## config.mk

```make
export PLATFORM = sky130hd
export DESIGN_NAME = pwm_param_sched
export DESIGN_NICKNAME = d
export VERILOG_FILES = /design/src/rtl/pwm_param_sched.sv
export SDC_FILE = /design/constraint.sdc
export NUM_CORES = 1
export LEC_CHECK = 0
export CORE_MARGIN = 1
export CORE_UTILIZATION = 40
export DETAILED_ROUTE_END_ITERATION = 7
export PLACE_DENSITY = 0.61
export SLEW_MARGIN = 30
export SYNTH_ARGS = -nofsm -noshare
export SYNTH_HDL_FRONTEND = slang
export SYNTH_SLANG_ARGS = --single-unit
```

## constraint.sdc

```tcl
create_clock -name clk_in -period 2.5 [get_ports clk_in]
set_clock_uncertainty 0.05 [all_clocks]
set_input_delay 0.75 -clock clk_in [delete_from_list [all_inputs] [get_ports clk_in]]
set_output_delay 0.75 -clock clk_in [all_outputs]
set_load 0.02 [all_outputs]
```

## src/rtl/pwm_param_sched.sv

```systemverilog
// PWM frame counter plus shadow/active parameter bank for the T/A1/A2/B1/B2 half-bridges.
// Shadow writes are committed atomically at the frame wrap; a latched fault zeroes all duties.
//
// state | meaning
// IDLE  | shadow set matches what was last committed, writes accepted
// DIRTY | shadow holds uncommitted writes, writes accepted
// ARMED | commit waits for the next counter wrap, writes blocked
// FAULT | duties forced to zero until software clears, writes blocked
module pwm_param_sched #(
  parameter int WIDTH = 13
) (
  input  logic             clk_in,
  input  logic             rst_n,
  input  logic             wr_valid,
  output logic             wr_ready,
  input  logic [3:0]       wr_addr,
  input  logic [WIDTH-1:0] wr_data,
  output logic             wr_err,
  input  logic             commit_req,
  output logic             commit_ack,
  input  logic             fault_in,
  input  logic             fault_clr,
  output logic             fault_latched,
  output logic [WIDTH-1:0] cnt_out,
  output logic             frame_start,
  output logic [WIDTH-1:0] offset_T,
  output logic [WIDTH-1:0] duty_T,
  output logic [WIDTH-1:0] offset_A1,
  output logic [WIDTH-1:0] duty_A1,
  output logic [WIDTH-1:0] offset_A2,
  output logic [WIDTH-1:0] duty_A2,
  output logic [WIDTH-1:0] offset_B1,
  output logic [WIDTH-1:0] duty_B1,
  output logic [WIDTH-1:0] offset_B2,
  output logic [WIDTH-1:0] duty_B2
);

  localparam int NREG = 10;
  localparam logic [WIDTH-1:0] CNT_MAX = '1;

  typedef enum logic [1:0] {IDLE, DIRTY, ARMED, FAULT} state_t;

  state_t           state_q, state_d;
  logic [WIDTH-1:0] cnt_q, cnt_d;
  logic [WIDTH-1:0] shadow_q [NREG];
  logic [WIDTH-1:0] shadow_d [NREG];
  logic [WIDTH-1:0] active_q [NREG];
  logic [WIDTH-1:0] active_d [NREG];
  logic             wr_err_q, wr_err_d;
  logic             commit_ack_q, commit_ack_d;
  logic             wr_accept;
  logic             wrap;

  assign wr_ready  = (state_q == IDLE) || (state_q == DIRTY);
  assign wr_accept = wr_valid && wr_ready;
  assign wrap      = (cnt_q == CNT_MAX);

  always_comb begin
    state_d      = state_q;
    cnt_d        = cnt_q + WIDTH'(1);
    shadow_d     = shadow_q;
    active_d     = active_q;
    wr_err_d     = wr_accept && (wr_addr > 4'd9);
    commit_ack_d = 1'b0;

    if (wr_accept) begin
      for (int i = 0; i < NREG; i++) begin
        if (wr_addr == 4'(i)) shadow_d[i] = wr_data;
      end
    end

    if (fault_in) begin
      state_d = FAULT;
      // Odd slots are the duties; offsets keep their committed values.
      for (int i = 1; i < NREG; i += 2) active_d[i] = '0;
    end else begin
      case (state_q)
        IDLE, DIRTY: begin
          if (commit_req)     state_d = ARMED;
          else if (wr_accept) state_d = DIRTY;
        end
        ARMED: begin
          if (wrap) begin
            state_d      = IDLE;
            active_d     = shadow_q;
            commit_ack_d = 1'b1;
          end
        end
        FAULT: begin
          if (fault_clr) state_d = IDLE;
        end
        default: state_d = IDLE;
      endcase
    end
  end

  always_ff @(posedge clk_in or negedge rst_n) begin
    if (!rst_n) begin
      state_q      <= IDLE;
      cnt_q        <= '0;
      shadow_q     <= '{default: '0};
      active_q     <= '{default: '0};
      wr_err_q     <= 1'b0;
      commit_ack_q <= 1'b0;
    end else begin
      state_q      <= state_d;
      cnt_q        <= cnt_d;
      shadow_q     <= shadow_d;
      active_q     <= active_d;
      wr_err_q     <= wr_err_d;
      commit_ack_q <= commit_ack_d;
    end
  end

  assign wr_err        = wr_err_q;
  assign commit_ack    = commit_ack_q;
  assign fault_latched = (state_q == FAULT);
  assign cnt_out       = cnt_q;
  assign frame_start   = (cnt_q == '0);

  assign offset_T  = active_q[0];
  assign duty_T    = active_q[1];
  assign offset_A1 = active_q[2];
  assign duty_A1   = active_q[3];
  assign offset_A2 = active_q[4];
  assign duty_A2   = active_q[5];
  assign offset_B1 = active_q[6];
  assign duty_B1   = active_q[7];
  assign offset_B2 = active_q[8];
  assign duty_B2   = active_q[9];

endmodule
```

## Word level (Yosys, flattened, before mapping)

Cells that the tools add are included.

- $add $sub $neg: 1
- $lt $le $gt $ge: 1
- Eq/ne operators: 16
- Mux-type cells: 16
- Bitwise gates (word level): 1
- Reduce and logical (&&, ||, !) cells: 22

Operator list:

| kind | count |
|---|---|
| 117-bit two-way mux | 2 |
| 13-bit two-way mux | 5 |
| 2-bit AND reduction | 11 |
| 4-bit by 3-bit equality test with 1-bit output, second input constant | 4 |
| 13-bit by 1-bit adder with 13-bit output, second input constant | 1 |
| 13-bit equality test, second input constant | 1 |
| 13-bit zero test | 1 |
| 2-bit two-way mux | 5 |
| 4-bit by 2-bit equality test with 1-bit output, second input constant | 2 |
| 4-bit equality test, second input constant | 2 |
| 3-bit != test, second input constant | 2 |
| 2-bit one-hot mux with 3 select lines | 1 |
| 3-bit AND reduction | 2 |
| 2-bit equality test, second input constant | 2 |
| 4-bit by 1-bit equality test with 1-bit output, second input constant | 1 |
| 4-bit greater-than comparator, second input constant | 1 |
| 4-bit zero test | 1 |
| 4-bit != test, second input constant | 1 |
| 2-bit nonzero test | 2 |
| 1-bit two-way mux | 3 |
| 2-bit by 1-bit equality test with 1-bit output, second input constant | 1 |
| 1-bit logical AND | 2 |
| 2-bit zero test | 1 |
| 2-bit OR reduction | 1 |
| other kinds (2) | 2 |

- Register bits after elaboration: 277
- Input bits: 23
- Output and inout port bits: 148
- Word-level logic and storage cells: 81

## Logic depth before layout (Yosys ltp)

Gate-level depths: netlist of run 1.

- Depth in word-level cells: 7
- Mapped depth: 7
- Mapped depth without buffers: 4

## Worst setup path after synthesis of run 1

No wires, ideal clock.

- Path kind: register -> register
- Start point: register cnt_q[1] (netlist: cnt_out[1])
- End point: register active_q, in the netlist offset_A1[0]
- Setup time: 125 ps
- Arrival time: 1,989 ps
- Data required time: 2,325 ps
- Path slack: 336 ps
- Cell stages (with the launch flop): 7
- Clock period less this slack: 2,164 ps
- Cells stage by stage: dfrtp_1 -> ha_1 -> nand4_2 -> nor4_4 -> buf_6 -> buf_4 -> mux2_2

- Longest elaborated chain between the ends: 2

Ends and longest elaborated chain:

| what | line | RTL |
|---|---|---|
| start, declared | 44 | `logic [WIDTH-1:0] cnt_q, cnt_d;` |
| start signal, assigned | 107 | `cnt_q <= cnt_d;` |
| 13-bit equality test | 56 | `assign wrap = (cnt_q == CNT_MAX);` |
| 3-bit AND reduction (no line) | n/a |  |
| end signal, assigned | 109 | `active_q <= active_d;` |
| end, declared | 47 | `logic [WIDTH-1:0] active_q [NREG];` |

Every way passes these cells.
A chain may end at the register's enable or synchronous reset.

## Worst setup path after layout of run 1

- Start point: register cnt_q[9] (netlist: cnt_out[9])
- End point: output port cnt_out[9]

RTL lines:

| what | line | RTL |
|---|---|---|
| end, declared | 24 | `output logic [WIDTH-1:0] cnt_out,` |

No word-level cell between the ends.

==> reports/results.txt, run 1 <==
Switching Power -> 2110 uW
CP arrival -> 1.65 ns
Starting DRT DRC Count -> 306
fin crit period -> 2.45 ns
CP Class -> flop to output port
post-DR wirelength/cell -> 20.0 um
Place WS -> -0.285 ns
clock slew at reported path FFs -> 0.06 ns
Skew-Pair Late Insertion Delay -> 0.53 ns
H-tree depth -> 1
Required @ worst endpoint -> 1.70 ns
# port buffers -> 170
outcome -> completed
syn avg cell area -> 14.9 um^2
pin count of the biggest net entering global routing -> 68
Min Hold Slack -> 0.112 ns
I/O pins -> 171
total power -> 9610 uW
syn_nets -> 752
share of cells above drive strength 1 -> 30.7%
CP endpoint kind -> output port
vias -> 6498
TritonCTS Buffers -> 28
DRC Markers -> 0
ys flop type -> dfrtp_1
CTS Buffer Depth -> 3
CTS tree -> done
peak supply drop -> 0.000391 V
final instance area -> 14200 um^2
EDFF count, synth -> 0
Startpoint Class -> flop
sequential fraction of the synthesis area -> 63.8%
initial antenna violation count -> 0
Pleak -> 0.00660 uW
Int Power -> 7500 uW
setup violators final -> 0
#FFs+latches synth -> 277
number of global-route vias before repair -> 6764
die area -> 27800 um^2
Mapped Area -> 10900 um^2
std cell rows -> 59
Mapped Cells -> 727
Reg power frac -> 51.9%
Die Span X -> 167 um
clk root buf -> clkbuf_16
postcts setup bufs -> 0
setup ws final -> 0.0484 ns
Final Slew Violations -> 0
Final Net Count -> 949
Fin Setup TNS -> 0 ns
drt via density -> 5.09
Max-slew headroom -> 53.2%
Area Overhead vs Synth -> 30.8%
Antenna Violating Nets Remaining -> 0
Final Wtd Congestion -> 0.799
cts hold-fix bufs -> 0
total of max-cap violations -> 0
worst-margin pin slew -> 0.700 ns
drt total wl -> 25.5 mm
PwrDens -> 676 nW/um^2
Clock Power Share -> 41.9%
Final Hold Fails -> 0
first-pass GRT wire length -> 40.7 mm
crit path max fanout -> 5
area of placed instances -> 13300 um^2
crit share post-route -> 98.1%
Starting Density -> 41.2%
Pre-Repair DR Iteration Count -> 4
Netlist cell types -> 37
Synthesis Warnings -> 0
RSZ-0062 raised after global routing -> true
power share of the combinational group -> 6.2%
core area -> 26400 um^2
total gr overflow -> 0
Hold WC Path Type -> primary input to async pin
total track usage -> 18.8%
Async S/R FF share, synth -> 100%
FMAX -> 408 MHz
# diodes -> 0
sw frac -> 21.9%
post_cts resized -> 8
CTS sink cnt -> 277
Die Y -> 167 um
DP Wirelength -> 16.2 mm
==> registers in the layout, summed over array words and instances, names as in the netlist, 2 cells and up <==
register and cells:
duty_T 13, offset_B2 13, state_q 2, duty_A1 13, offset_T 13, offset_A2 13, duty_B1 13, cnt_out 13
offset_A1 13, duty_B2 13, shadow_q 130, offset_B1 13, duty_A2 13
==> synthesized netlist by cell type (2+ instances only) <==
library cell  number  area [um^2]
dfrtp_1          277         6930
mux2_2           189         2130
nand2b_1          66          413
o2bb2ai_1         65          569
buf_1             18         67.6
buf_2             16         80.1
nand2_1           12         45.0
clkbuf_1          10         37.5
xor2_1             7         61.3
mux2_1             6         67.6
buf_4              5         37.5
buf_6              5         56.3
inv_1              5         18.8
nand3_1            5         25.0
nor2_1             5         18.8
nor4_1             5         31.3
xnor2_1            4         35.0
and3_1             3         18.8
nor2b_1            3         18.8
nor3_1             3         15.0
ha_1               2         25.0
==> layer usage <==
layer / track usage [%] / vias to the layer above / wire, um
li1: - / 2974 / -
met1: 27.8 / 3357 / 12500
met2: 29.0 / 136 / 11400
met3: 3.45 / 31 / 1180
met4: 3.82 / 0 / 382
met5: 0 / - / 0
==> power by group through the flow <==
| stage | clock, uW | sequential (uW) | combinational, uW |
|---|---|---|---|
| after floorplan | 0 | 5000 | 360 |
| after global placement | 0 | 5060 | 595 |
| after detailed placement | 0 | 5070 | 613 |
| after CTS | 4130 | 4980 | 611 |
| after global routing | 4340 | 5030 | 658 |
| final | 4030 | 4980 | 594 |
==> stage by stage <==
stage / cells / util [%]
final: 1277 / 53.9
after global routing: 1277 / 53.9
after CTS: 1277 / 53.8
after detailed placement: 1229 / 50.5
after global placement: 1229 / 50.5
after floorplan: 727 / -
==> cell type report <==
type / instances / area [um^2]
multi-input combinational: 391 / 3640
clock inverter: 5 / 50.0
clock buffer: 43 / 828
sequential: 277 / 6930
timing repair buffer: 221 / 2310
fill: 2214 / 12200
inverter: 5 / 18.8
tap: 335 / 419
==> logic make-up (layout without fill, tap and decap cells) <==
family	after synthesis	count (layout)	synth area share (%)
AOI/OAI and AO/OA	70	70	5.60
xor gates and xnor gates	11	11	0.887
adders and majority gates	2	2	0.230
buffers and inverters	59	274	2.74
DFF	277	277	63.8
muxes	195	195	20.2
and+or+nand+nor	113	113	6.49
==> final timing paths <==
kind,startpoint,to,slack [ns],cells after the start
setup / recovery,cnt_out[9],cnt_out[9],0.05,2
hold / removal,rst_n,shadow_q[17],0.11,1
setup reg to reg,cnt_out[0],offset_B1[3],0.30,7
hold reg to reg,cnt_out[0],cnt_out[0],0.40,1
max in group asynchronous,rst_n,state_q[1],1.58,2
min in group clk_in,cnt_out[0],cnt_out[0],0.40,1
==> cell usage in the layout, fill, tap and decap left out, types with 6 or more instances in the layout <==
cell	Yosys	final
clkbuf_16	0	29
mux2_2	189	189
o2bb2ai_1	65	65
dfrtp_1	277	276
nand2_1	12	12
buf_4	5	34
clkdlybuf4s50_1	0	162
mux2_1	6	6
xor2_1	7	7
nand2b_1	66	66
buf_12	0	18
clkbuf_1	10	9
==> critical path, stage by stage, from the launching register on <==
cell             delay (ns)
dfrtp_1                0.37
buf_4                  0.15
clkdlybuf4s50_1        0.60
(Power assumes the default switching activity.)
==> inputs of run 2 (changes only) <==
Settings changed: HOLD_SLACK_MARGIN set to 0.05.
==> results of run 2 <==
Same layout as run 1: the final DEF is identical, and so are final timing and power.
==> inputs of run 3 (changes only) <==
Settings changed: ABC_CLOCK_PERIOD_IN_PS set to 2500.
==> results of run 3 <==
Same layout as run 1: the final DEF is identical, and so are final timing and power.
